**config.mk**
```make
export PLATFORM = sky130hd
export DESIGN_NAME = arb_mux_reg
export DESIGN_NICKNAME = d
export VERILOG_FILES = /design/src/rtl/mips_pkg.sv /design/src/rtl/rr_arbiter.sv /design/src/rtl/arb_mux_reg.sv
export SDC_FILE = /design/constraint.sdc
export NUM_CORES = 1
export LEC_CHECK = 0
export CAP_MARGIN = 20
export CORE_MARGIN = 5
export CORE_UTILIZATION = 39
export DETAILED_ROUTE_END_ITERATION = 12
export PLACE_DENSITY = 0.84
export SLEW_MARGIN = 5
export SYNTH_ARGS = -nofsm -noshare
export SYNTH_HDL_FRONTEND = slang
export SYNTH_SLANG_ARGS = --single-unit
```
**constraint.sdc**
```tcl
create_clock -name clk -period 4.58 [get_ports clk]
set_input_delay 1.145 -clock clk [delete_from_list [all_inputs] [get_ports clk]]
set_output_delay 1.145 -clock clk [all_outputs]
set_load 0.05 [all_outputs]
```
**src/rtl/mips_pkg.sv**
```systemverilog
// Shared arbitration constants and elaboration helpers for the arb_mux_reg slice.
package mips_pkg;

   // Arbitration policy selectors for the ARB_MODE parameter.
   localparam int ARB_RR    = 0;
   localparam int ARB_FIXED = 1;

   // Ceiling log2, used to check that SEL_W matches NUM_CH at elaboration.
   function automatic int clog2(input int value);
      int result;
      int rem;
      result = 0;
      rem    = value - 1;
      while (rem > 0) begin
         result = result + 1;
         rem    = rem >> 1;
      end
      return result;
   endfunction

endpackage

```
**src/rtl/rr_arbiter.sv**
```systemverilog
// Combinational arbiter: round-robin from ptr, or fixed lowest-index priority.
module rr_arbiter
   import mips_pkg::*;
#(
   parameter int NUM_CH   = 4,
   parameter int SEL_W    = 2,
   parameter int ARB_MODE = ARB_RR
) (
   input  logic [NUM_CH-1:0] req,
   input  logic [SEL_W-1:0]  ptr,
   output logic [NUM_CH-1:0] grant,
   output logic [SEL_W-1:0]  grant_idx,
   output logic              any_grant
);

   // Catch illegal configurations at elaboration rather than in silicon.
   if (NUM_CH < 2 || NUM_CH > 16) begin : g_bad_num_ch
      $error("rr_arbiter: NUM_CH must lie in 2..16");
   end
   if (SEL_W != clog2(NUM_CH)) begin : g_bad_sel_w
      $error("rr_arbiter: SEL_W must equal clog2(NUM_CH)");
   end

   logic             hi_hit;
   logic [SEL_W-1:0] hi_idx;
   logic [SEL_W-1:0] lo_idx;

   // Find the lowest requester overall and the lowest one at or above ptr;
   // the latter wins in round-robin mode, the former covers the wrap case.
   always_comb begin
      // NOTE: every output gets a default first so no path infers a latch.
      hi_hit    = 1'b0;
      hi_idx    = '0;
      lo_idx    = '0;
      any_grant = 1'b0;
      grant_idx = '0;
      grant     = '0;
      for (int c = NUM_CH - 1; c >= 0; c--) begin
         if (req[c]) begin
            any_grant = 1'b1;
            lo_idx    = SEL_W'(c);
            if (SEL_W'(c) >= ptr) begin
               hi_hit = 1'b1;
               hi_idx = SEL_W'(c);
            end
         end
      end
      if (ARB_MODE == ARB_RR && hi_hit) begin
         grant_idx = hi_idx;
      end else begin
         grant_idx = lo_idx;
      end
      if (any_grant) begin
         grant = NUM_CH'(1) << grant_idx;
      end
   end

endmodule

```
**src/rtl/arb_mux_reg.sv**
```systemverilog
// N-channel valid/ready arbiter-mux with a single registered output stage.
module arb_mux_reg
   import mips_pkg::*;
#(
   parameter int DATA_LENGTH = 8,
   parameter int NUM_CH      = 4,
   parameter int SEL_W       = 2,
   parameter int ARB_MODE    = ARB_RR
) (
   input  logic                          clk,
   input  logic                          rst_n,
   input  logic [NUM_CH-1:0]             in_valid,
   input  logic [NUM_CH*DATA_LENGTH-1:0] in_data,
   output logic [NUM_CH-1:0]             in_ready,
   output logic                          out_valid,
   output logic [DATA_LENGTH-1:0]        out_data,
   output logic [SEL_W-1:0]              out_sel,
   input  logic                          out_ready
);

   logic                   out_valid_q, out_valid_d;
   logic [DATA_LENGTH-1:0] out_data_q,  out_data_d;
   logic [SEL_W-1:0]       out_sel_q,   out_sel_d;
   logic [SEL_W-1:0]       rr_ptr_q,    rr_ptr_d;

   logic [NUM_CH-1:0]      grant;
   logic [SEL_W-1:0]       grant_idx;
   logic                   any_grant;
   logic                   load_en;
   logic [DATA_LENGTH-1:0] sel_data;

   rr_arbiter #(
      .NUM_CH   (NUM_CH),
      .SEL_W    (SEL_W),
      .ARB_MODE (ARB_MODE)
   ) u_arbiter (
      .req       (in_valid),
      .ptr       (rr_ptr_q),
      .grant     (grant),
      .grant_idx (grant_idx),
      .any_grant (any_grant)
   );

   // The stage can take a word when empty or when its current word leaves now.
   assign load_en  = ~out_valid_q | out_ready;
   // Grant is only ever raised on a requesting channel, so no extra in_valid term.
   assign in_ready = grant & {NUM_CH{load_en}};

   // AND-OR select of the granted channel's data from the packed bus.
   always_comb begin
      sel_data = '0;
      for (int c = 0; c < NUM_CH; c++) begin
         sel_data = sel_data | (in_data[c*DATA_LENGTH +: DATA_LENGTH] & {DATA_LENGTH{grant[c]}});
      end
   end

   // Next state of the output stage and round-robin pointer.
   always_comb begin
      out_valid_d = out_valid_q;
      out_data_d  = out_data_q;
      out_sel_d   = out_sel_q;
      rr_ptr_d    = rr_ptr_q;
      if (load_en) begin
         if (any_grant) begin
            out_valid_d = 1'b1;
            out_data_d  = sel_data;
            out_sel_d   = grant_idx;
            if (ARB_MODE == ARB_RR) begin
               // Wrap at NUM_CH-1 so unused index codes are never reached.
               rr_ptr_d = (grant_idx == SEL_W'(NUM_CH - 1)) ? '0 : grant_idx + SEL_W'(1);
            end
         end else begin
            out_valid_d = 1'b0;
         end
      end
   end

   // State registers; reset discards any held word.
   always_ff @(posedge clk or negedge rst_n) begin
      // NOTE: non-blocking assignments so every flop samples pre-edge values.
      if (!rst_n) begin
         out_valid_q <= 1'b0;
         out_data_q  <= '0;
         out_sel_q   <= '0;
         rr_ptr_q    <= '0;
      end else begin
         out_valid_q <= out_valid_d;
         out_data_q  <= out_data_d;
         out_sel_q   <= out_sel_d;
         rr_ptr_q    <= rr_ptr_d;
      end
   end

   assign out_valid = out_valid_q;
   assign out_data  = out_data_q;
   assign out_sel   = out_sel_q;

endmodule

```
==> metrics.cfg, run 1 <==
[drt]
routed_wl_mm=2.72
antenna_left=0
vias_per_cell=5.21
first_pass_iters=4
drcViolationCount=0
wire_per_inst_um=16.5
dr_total_vias=860
first_iter_violations=43

[floorplanning]
die_area_sq_mm=0.00330
die_w_um=57.5
start_util=0.401
ioPinCount=54
dieHeight_um=57.5
core_sq_mm=0.00219
num_rows=17

[sta]
clock_skew_ns=0.00248
max-slew-margin-rel=0.603
rsz0062_at_grt=false
setup_total_negative_slack_ns=0
setup_slack_ns=0.288
slew_violations=0
fin_crit_ns=4.29
fmax_ghz=0.233
setup_viol=0
hold-worst-slack_ns=0.507
tightest_slew_ns=0.594
finalHoldViolations=0
fin_crit_sh=0.937

[yosys]
synth_cell_types=23
async_reset_ff_frac=1.00
synth.area.top_cells=dfrtp_1 (37%), a22oi_1 (14%), mux2_4 (8.5%)
yosysWarningCount=0
netlist_area_sq_um=878
synth_edf_count=0
syn_nets=127
synth_seq_area_share=0.370
synth.avg_cell_area_sq_um=10.5
synth_top_cell_by_area=dfrtp_1
synth_most_common_cell=a22oi_1
ys_top_cells_by_count=a22oi_1 (16), dfrtp_1 (13), nand2_1 (9), mux2_2 (5), mux2_4 (5)
netlist.area_leader.share=0.370
synth_cells=84
synth-seq-cells=13
synthFlopType=dfrtp_1

[pwr]
power_frac_clock=0.081
ir_drop_mv=0.340
power_density_mw_per_mm2=549
seqPwrFrac=0.249
leakage_nw=0.634
intPower_uw=427
p_sw_frac=0.471
comb_power_share=0.670
finalPower_uw=807
power.switching_uw=380

[worst_hold_path]
min_path_type=register to register
holdPathStages=1

[clocking]
clock_latency_ns=0.26
clockBufferDepth=2
clockRootBuffer=clkbuf_4
cts_resized=0
holdBufCountCts=0
clkTransAtPathRegs_ns=0.07
post_cts_buffers=0
h-tree-depth=1
numCtsBuffers=3
cts_tree=built
cts_sinks=13

[setup_path]
worst_setup_path_end_kind=primary output
cp.depth=7
cp.required_ns=3.43
crit_family=buffers and inverters
critPathArrivalTime_ns=3.15
worst-path-buf-inv=3
path_class=primary input to primary output
worstRegToRegCells=7
cp_cell_sequence=clkdlybuf4s50_1, mux2i_1, a221oi_2, inv_1, ha_1, and2_1, buf_4
cp_max_fo=9
critPathMaxStageDelay_ns=0.60
slowest_stage=clkdlybuf4s50_1
rrSetupSlack_ns=2.39
start_kind=primary input

[global_route]
track_usage=0.171
grt.overflow.total=0
grt_pass1_vias=848
grtUsageMet1=0.218
met2_usage=0.274
grt_pass1_wl_mm=4.25
busiest_layer=met2
met3_usage=0.0339
grt_start_max_net_pins=14
grt_antenna_before_repair=0

[placed_design]
dpl.cell_count=161
place_ws_ns=0.269
dpl.hpwl_mm=2.26
port_buffers=53
place_area_sq_mm=0.00144
gp_congestion=0.857

[finish]
layoutNonFillerInstCount=165
area_growth_pct=67.2
antenna_cells=0
drive_gt1_frac=0.175
fin_util=0.670
nFillCells=176
final_area_sq_mm=0.00147
layout.nets=181

[run_status]
status=complete, no violations

[flow_run]
cap_viol_max_count=0

power groups by stage:
stage	sequential, mW	clock, mW	combinational (mW)
floorplan	0.340	0	0.213
global placement	0.197	0	0.534
detailed placement	0.203	0	0.543
CTS	0.200	0.0699	0.545
global route	0.209	0.0754	0.569
finish	0.201	0.0653	0.541
worst paths after layout:
path / from / end
worst max register to register: rr_ptr_q[1]$_DFFE_PN0P_ / out_data[0]$_DFFE_PN0P_
worst min register to register: out_data[2]$_DFFE_PN0P_ / out_data[2]$_DFFE_PN0P_
worst max-delay path: in_valid[3] / in_ready[2]
min in group asynchronous: rst_n / out_sel[1]$_DFFE_PN0P_
max in group asynchronous: rst_n / rr_ptr_q[0]$_DFFE_PN0P_
worst min-delay path: out_data[2]$_DFFE_PN0P_ / out_data[2]$_DFFE_PN0P_
layout make-up:
type,count,area (sq um),area share
clock buffer,4,26.3,0.0179
tap,28,35.0,0.0239
sequential,13,325,0.221
timing repair buffer,55,561,0.382
inverter,3,11.3,0.00767
multi-input combinational,62,510,0.348
routing by layer:
| metal | wire, um | part of all wire |
|---|---|---|
| met2 | 1250 | 0.46 |
| met1 | 1140 | 0.42 |
| met4 | 50 | 0.018 |
| met5 | 0 | 0 |
| met3 | 271 | 0.10 |
registers in the layout, summed over array words and instances (netlist names):
register / count
out_sel: 2
out_valid: 1
rr_ptr_q: 2
out_data: 8
cell families after synthesis:
kind of cell / Yosys count / share of synthesized area
mux: 13 / 0.184
fa+ha+maj: 4 / 0.0570
compound gates: 21 / 0.185
simple gates: 24 / 0.155
buf+inv: 9 / 0.0484
flops: 13 / 0.370
placed cells by master, fill, tap and decap left out:
cell | Yosys | routed
nand4b_1 | 1 | 1
mux2_4 | 5 | 5
nand2_1 | 9 | 9
clkdlybuf4s50_1 | 0 | 49
o21ai_0 | 2 | 2
inv_1 | 3 | 3
nor2_1 | 4 | 4
clkbuf_1 | 4 | 1
or2_2 | 2 | 2
a221oi_2 | 1 | 1
nor2b_1 | 1 | 1
clkbuf_4 | 0 | 3
nor4_4 | 1 | 1
or2b_1 | 1 | 1
and2_1 | 4 | 4
o31ai_1 | 1 | 1
dfrtp_1 | 13 | 13
a22oi_1 | 16 | 16
mux2_2 | 5 | 5
nor2_2 | 1 | 1
a221o_1 | 1 | 1
ha_1 | 4 | 4
buf_12 | 0 | 2
mux2i_1 | 3 | 3
buf_4 | 0 | 4
worst register-to-register path, cell delays in order, from the launching register on:
cell      delay, ns
dfrtp_1        0.45
mux2i_1        0.16
a221oi_2       0.45
inv_1          0.12
ha_1           0.33
a22oi_1        0.22
nand2_1        0.09
mux2_4         0.26
Power figures use the tool's default switching activity.
==> run 2, diff against run 1 <==
--- a/config.mk
+++ b/config.mk
@@ -5,11 +5,11 @@
 export SDC_FILE = /design/constraint.sdc
 export NUM_CORES = 1
 export LEC_CHECK = 0
-export CAP_MARGIN = 20
 export CORE_MARGIN = 5
 export CORE_UTILIZATION = 39
 export DETAILED_ROUTE_END_ITERATION = 12
 export PLACE_DENSITY = 0.84
+export SKIP_LAST_GASP = 1
 export SLEW_MARGIN = 5
 export SYNTH_ARGS = -nofsm -noshare
 export SYNTH_HDL_FRONTEND = slang
==> results of run 2 <==
The final DEF is identical to that of run 1; final timing and power are the same.
==> run 3, diff against run 2 <==
--- a/config.mk
+++ b/config.mk
@@ -9,6 +9,7 @@
 export CORE_UTILIZATION = 39
 export DETAILED_ROUTE_END_ITERATION = 12
 export PLACE_DENSITY = 0.84
+export SETUP_SLACK_MARGIN = 0.15
 export SKIP_LAST_GASP = 1
 export SLEW_MARGIN = 5
 export SYNTH_ARGS = -nofsm -noshare
==> run 3 against run 2 <==
  * Design area unchanged
  * Clock power about the same
  * Largest power group unchanged
  * Worst setup slack better by 0.021 ns
  * Clock skew about the same
  * Critical endpoint unchanged
  * First-iteration DRC count unchanged
  * Sequential power about the same
  * Fmax up 0.50%
  * Final cell count unchanged
  * Highest routed layer unchanged
==> metrics.cfg, run 3 (same netlist as run 1, synthesis figures left out) <==
[setup_path]
crit_family=buffers and inverters
worst_setup_path_end_kind=primary output
slowest_stage=clkdlybuf4s50_1
start_kind=primary input
worst-path-buf-inv=3  ; unchanged
critPathMaxStageDelay_ns=0.60  ; about the same
cp_cell_sequence=clkdlybuf4s50_1, mux2i_1, a221oi_2, inv_1, ha_1, and2_1, buf_4
cp.required_ns=3.43  ; about the same
cp_max_fo=9  ; unchanged
critPathArrivalTime_ns=3.13  ; -0.02 ns
path_class=primary input to primary output

[global_route]
grt_start_max_net_pins=14  ; unchanged
grt_antenna_before_repair=0  ; unchanged
grtUsageMet1=0.218  ; unchanged
met2_usage=0.274  ; unchanged
track_usage=0.171  ; unchanged
grt_pass1_wl_mm=4.25  ; unchanged
busiest_layer=met2
grt.overflow.total=0  ; unchanged
grt_pass1_vias=848  ; unchanged
met3_usage=0.0339  ; unchanged

[sta]
clock_skew_ns=0.00265  ; +0.000168 ns
setup_viol=0  ; unchanged
fmax_ghz=0.234  ; +0.50%
finalHoldViolations=0  ; unchanged
slew_violations=0  ; unchanged
fin_crit_sh=0.932  ; -0.00463
setup_total_negative_slack_ns=0  ; unchanged
rsz0062_at_grt=false
tightest_slew_ns=0.601  ; +0.00684 ns
fin_crit_ns=4.27  ; -0.0212 ns
max-slew-margin-rel=0.598  ; -0.00457

[clocking]
cts_sinks=13  ; unchanged
clockBufferDepth=2  ; unchanged
cts_resized=0  ; unchanged
numCtsBuffers=3  ; unchanged
cts_tree=built
h-tree-depth=1  ; unchanged
clock_latency_ns=0.26  ; about the same
clockRootBuffer=clkbuf_4
clkTransAtPathRegs_ns=0.07  ; about the same
post_cts_buffers=0  ; unchanged

[finish]
layout_common_cells=clkdlybuf4s50_1 (49), a22oi_1 (16), dfrtp_1 (13)
mostFrequentLayoutCell=clkdlybuf4s50_1
antenna_cells=0  ; unchanged
layout.nets=181  ; unchanged
fin_util=0.670  ; unchanged
seq_area_sq_um=325  ; unchanged
drive_gt1_frac=0.175  ; unchanged
largest_reg_flops=8  ; unchanged
final_area_sq_mm=0.00147  ; unchanged
nFillCells=176  ; unchanged
multi_input_area_sq_um=510  ; unchanged
area_growth_pct=67.2  ; unchanged

[drt]
dr_total_vias=848  ; -1.4%
drcViolationCount=0  ; unchanged
first_pass_iters=4  ; unchanged
antenna_left=0  ; unchanged
wire_per_inst_um=16.5  ; about the same
first_iter_violations=43  ; unchanged
vias_per_cell=5.14  ; -1.4%
routed_wl_mm=2.72  ; about the same

[pwr]
seqPwrFrac=0.249  ; about the same
comb_power_share=0.670  ; about the same
ir_drop_mv=0.340  ; about the same
intPower_uw=427  ; about the same
leakage_nw=0.634  ; about the same
power_frac_clock=0.081  ; about the same
power_density_mw_per_mm2=549  ; about the same
power.switching_uw=379  ; -0.15%
p_sw_frac=0.470  ; about the same

[placed_design]
place_area_sq_mm=0.00144  ; unchanged
port_buffers=53  ; unchanged
dpl.hpwl_mm=2.26  ; unchanged
gp_congestion=0.857  ; unchanged

[floorplanning]
ioPinCount=54  ; unchanged
dieHeight_um=57.5  ; unchanged
die_w_um=57.5  ; unchanged
core_sq_mm=0.00219  ; unchanged
num_rows=17  ; unchanged
start_util=0.401  ; unchanged
die_area_sq_mm=0.00330  ; unchanged

[worst_hold_path]
min_path_type=register to register

[flow_run]
cap_viol_max_count=0  ; unchanged

[run_status]
status=complete, no violations

==> run 3: path summary, 6_finish.rpt <==
path	start	to	slack, ns	depth (start not counted)
min reg2reg	out_data[2]$_DFFE_PN0P_	out_data[2]$_DFFE_PN0P_	0.51	1
max reg2reg	rr_ptr_q[1]$_DFFE_PN0P_	out_data[0]$_DFFE_PN0P_	2.39	8
max in group asynchronous	rst_n	rr_ptr_q[0]$_DFFE_PN0P_	2.93	1
min in group asynchronous	rst_n	out_sel[1]$_DFFE_PN0P_	1.26	1
max	in_valid[3]	in_ready[2]	0.31	7
min	out_data[2]$_DFFE_PN0P_	out_data[2]$_DFFE_PN0P_	0.51	1
==> run 3: area by class of cell <==
cell class,count,share of cell area
Tap cell,28,0.0239
Timing Repair Buffer,55,0.382
Inverter,3,0.00767
Clock buffer,4,0.0179
Sequential cell,13,0.221
Multi-Input combinational cell,62,0.348
==> run 3: per-layer routing <==
metal | vias to the layer above | wire [um] | part of all wire
met5 | - | 0 | 0
met4 | 0 | 50 | 0.018
met3 | 4 | 247 | 0.091
met2 | 52 | 1250 | 0.46
met1 | 378 | 1170 | 0.43
li1 | 414 | - | -
==> run 3: metrics by stage <==
step / total power [mW] / hold WS (ns) / instances / worst slack, ns
4_1_cts: 0.815 / 0.514 / 165 / 0.279
6_report: 0.806 / 0.507 / 165 / 0.309
3_3_place_gp: 0.731 / 0.493 / 161 / 0.354
3_5_place_dp: 0.746 / 0.498 / 161 / 0.269
2_1_floorplan: 0.552 / 0.553 / 84 / 0.945
5_1_grt: 0.853 / 0.526 / 165 / 0.156
==> run 3: power by group through the flow <==
stage / combinational [mW] / clock (mW) / sequential [mW]
2_1_floorplan: 0.213 / 0 / 0.340
3_3_place_gp: 0.534 / 0 / 0.197
3_5_place_dp: 0.543 / 0 / 0.203
4_1_cts: 0.545 / 0.0699 / 0.200
5_1_grt: 0.569 / 0.0754 / 0.209
6_report: 0.540 / 0.0653 / 0.200
==> run 3: repair_timing <==
action	CTS	global route
endpoints found under the hold margin	0	0
hold buffers	0	0
setup endpoints to repair	0	1
==> run 3: worst reg2reg max path: stages (launching register included) <==
cell and delay [ns]:
dfrtp_1 0.45, inv_1 0.06, a221o_1 0.34, or2_2 0.30, ha_1 0.20, buf_4 0.17
a22oi_1 0.20, nand2_1 0.10, mux2_4 0.26
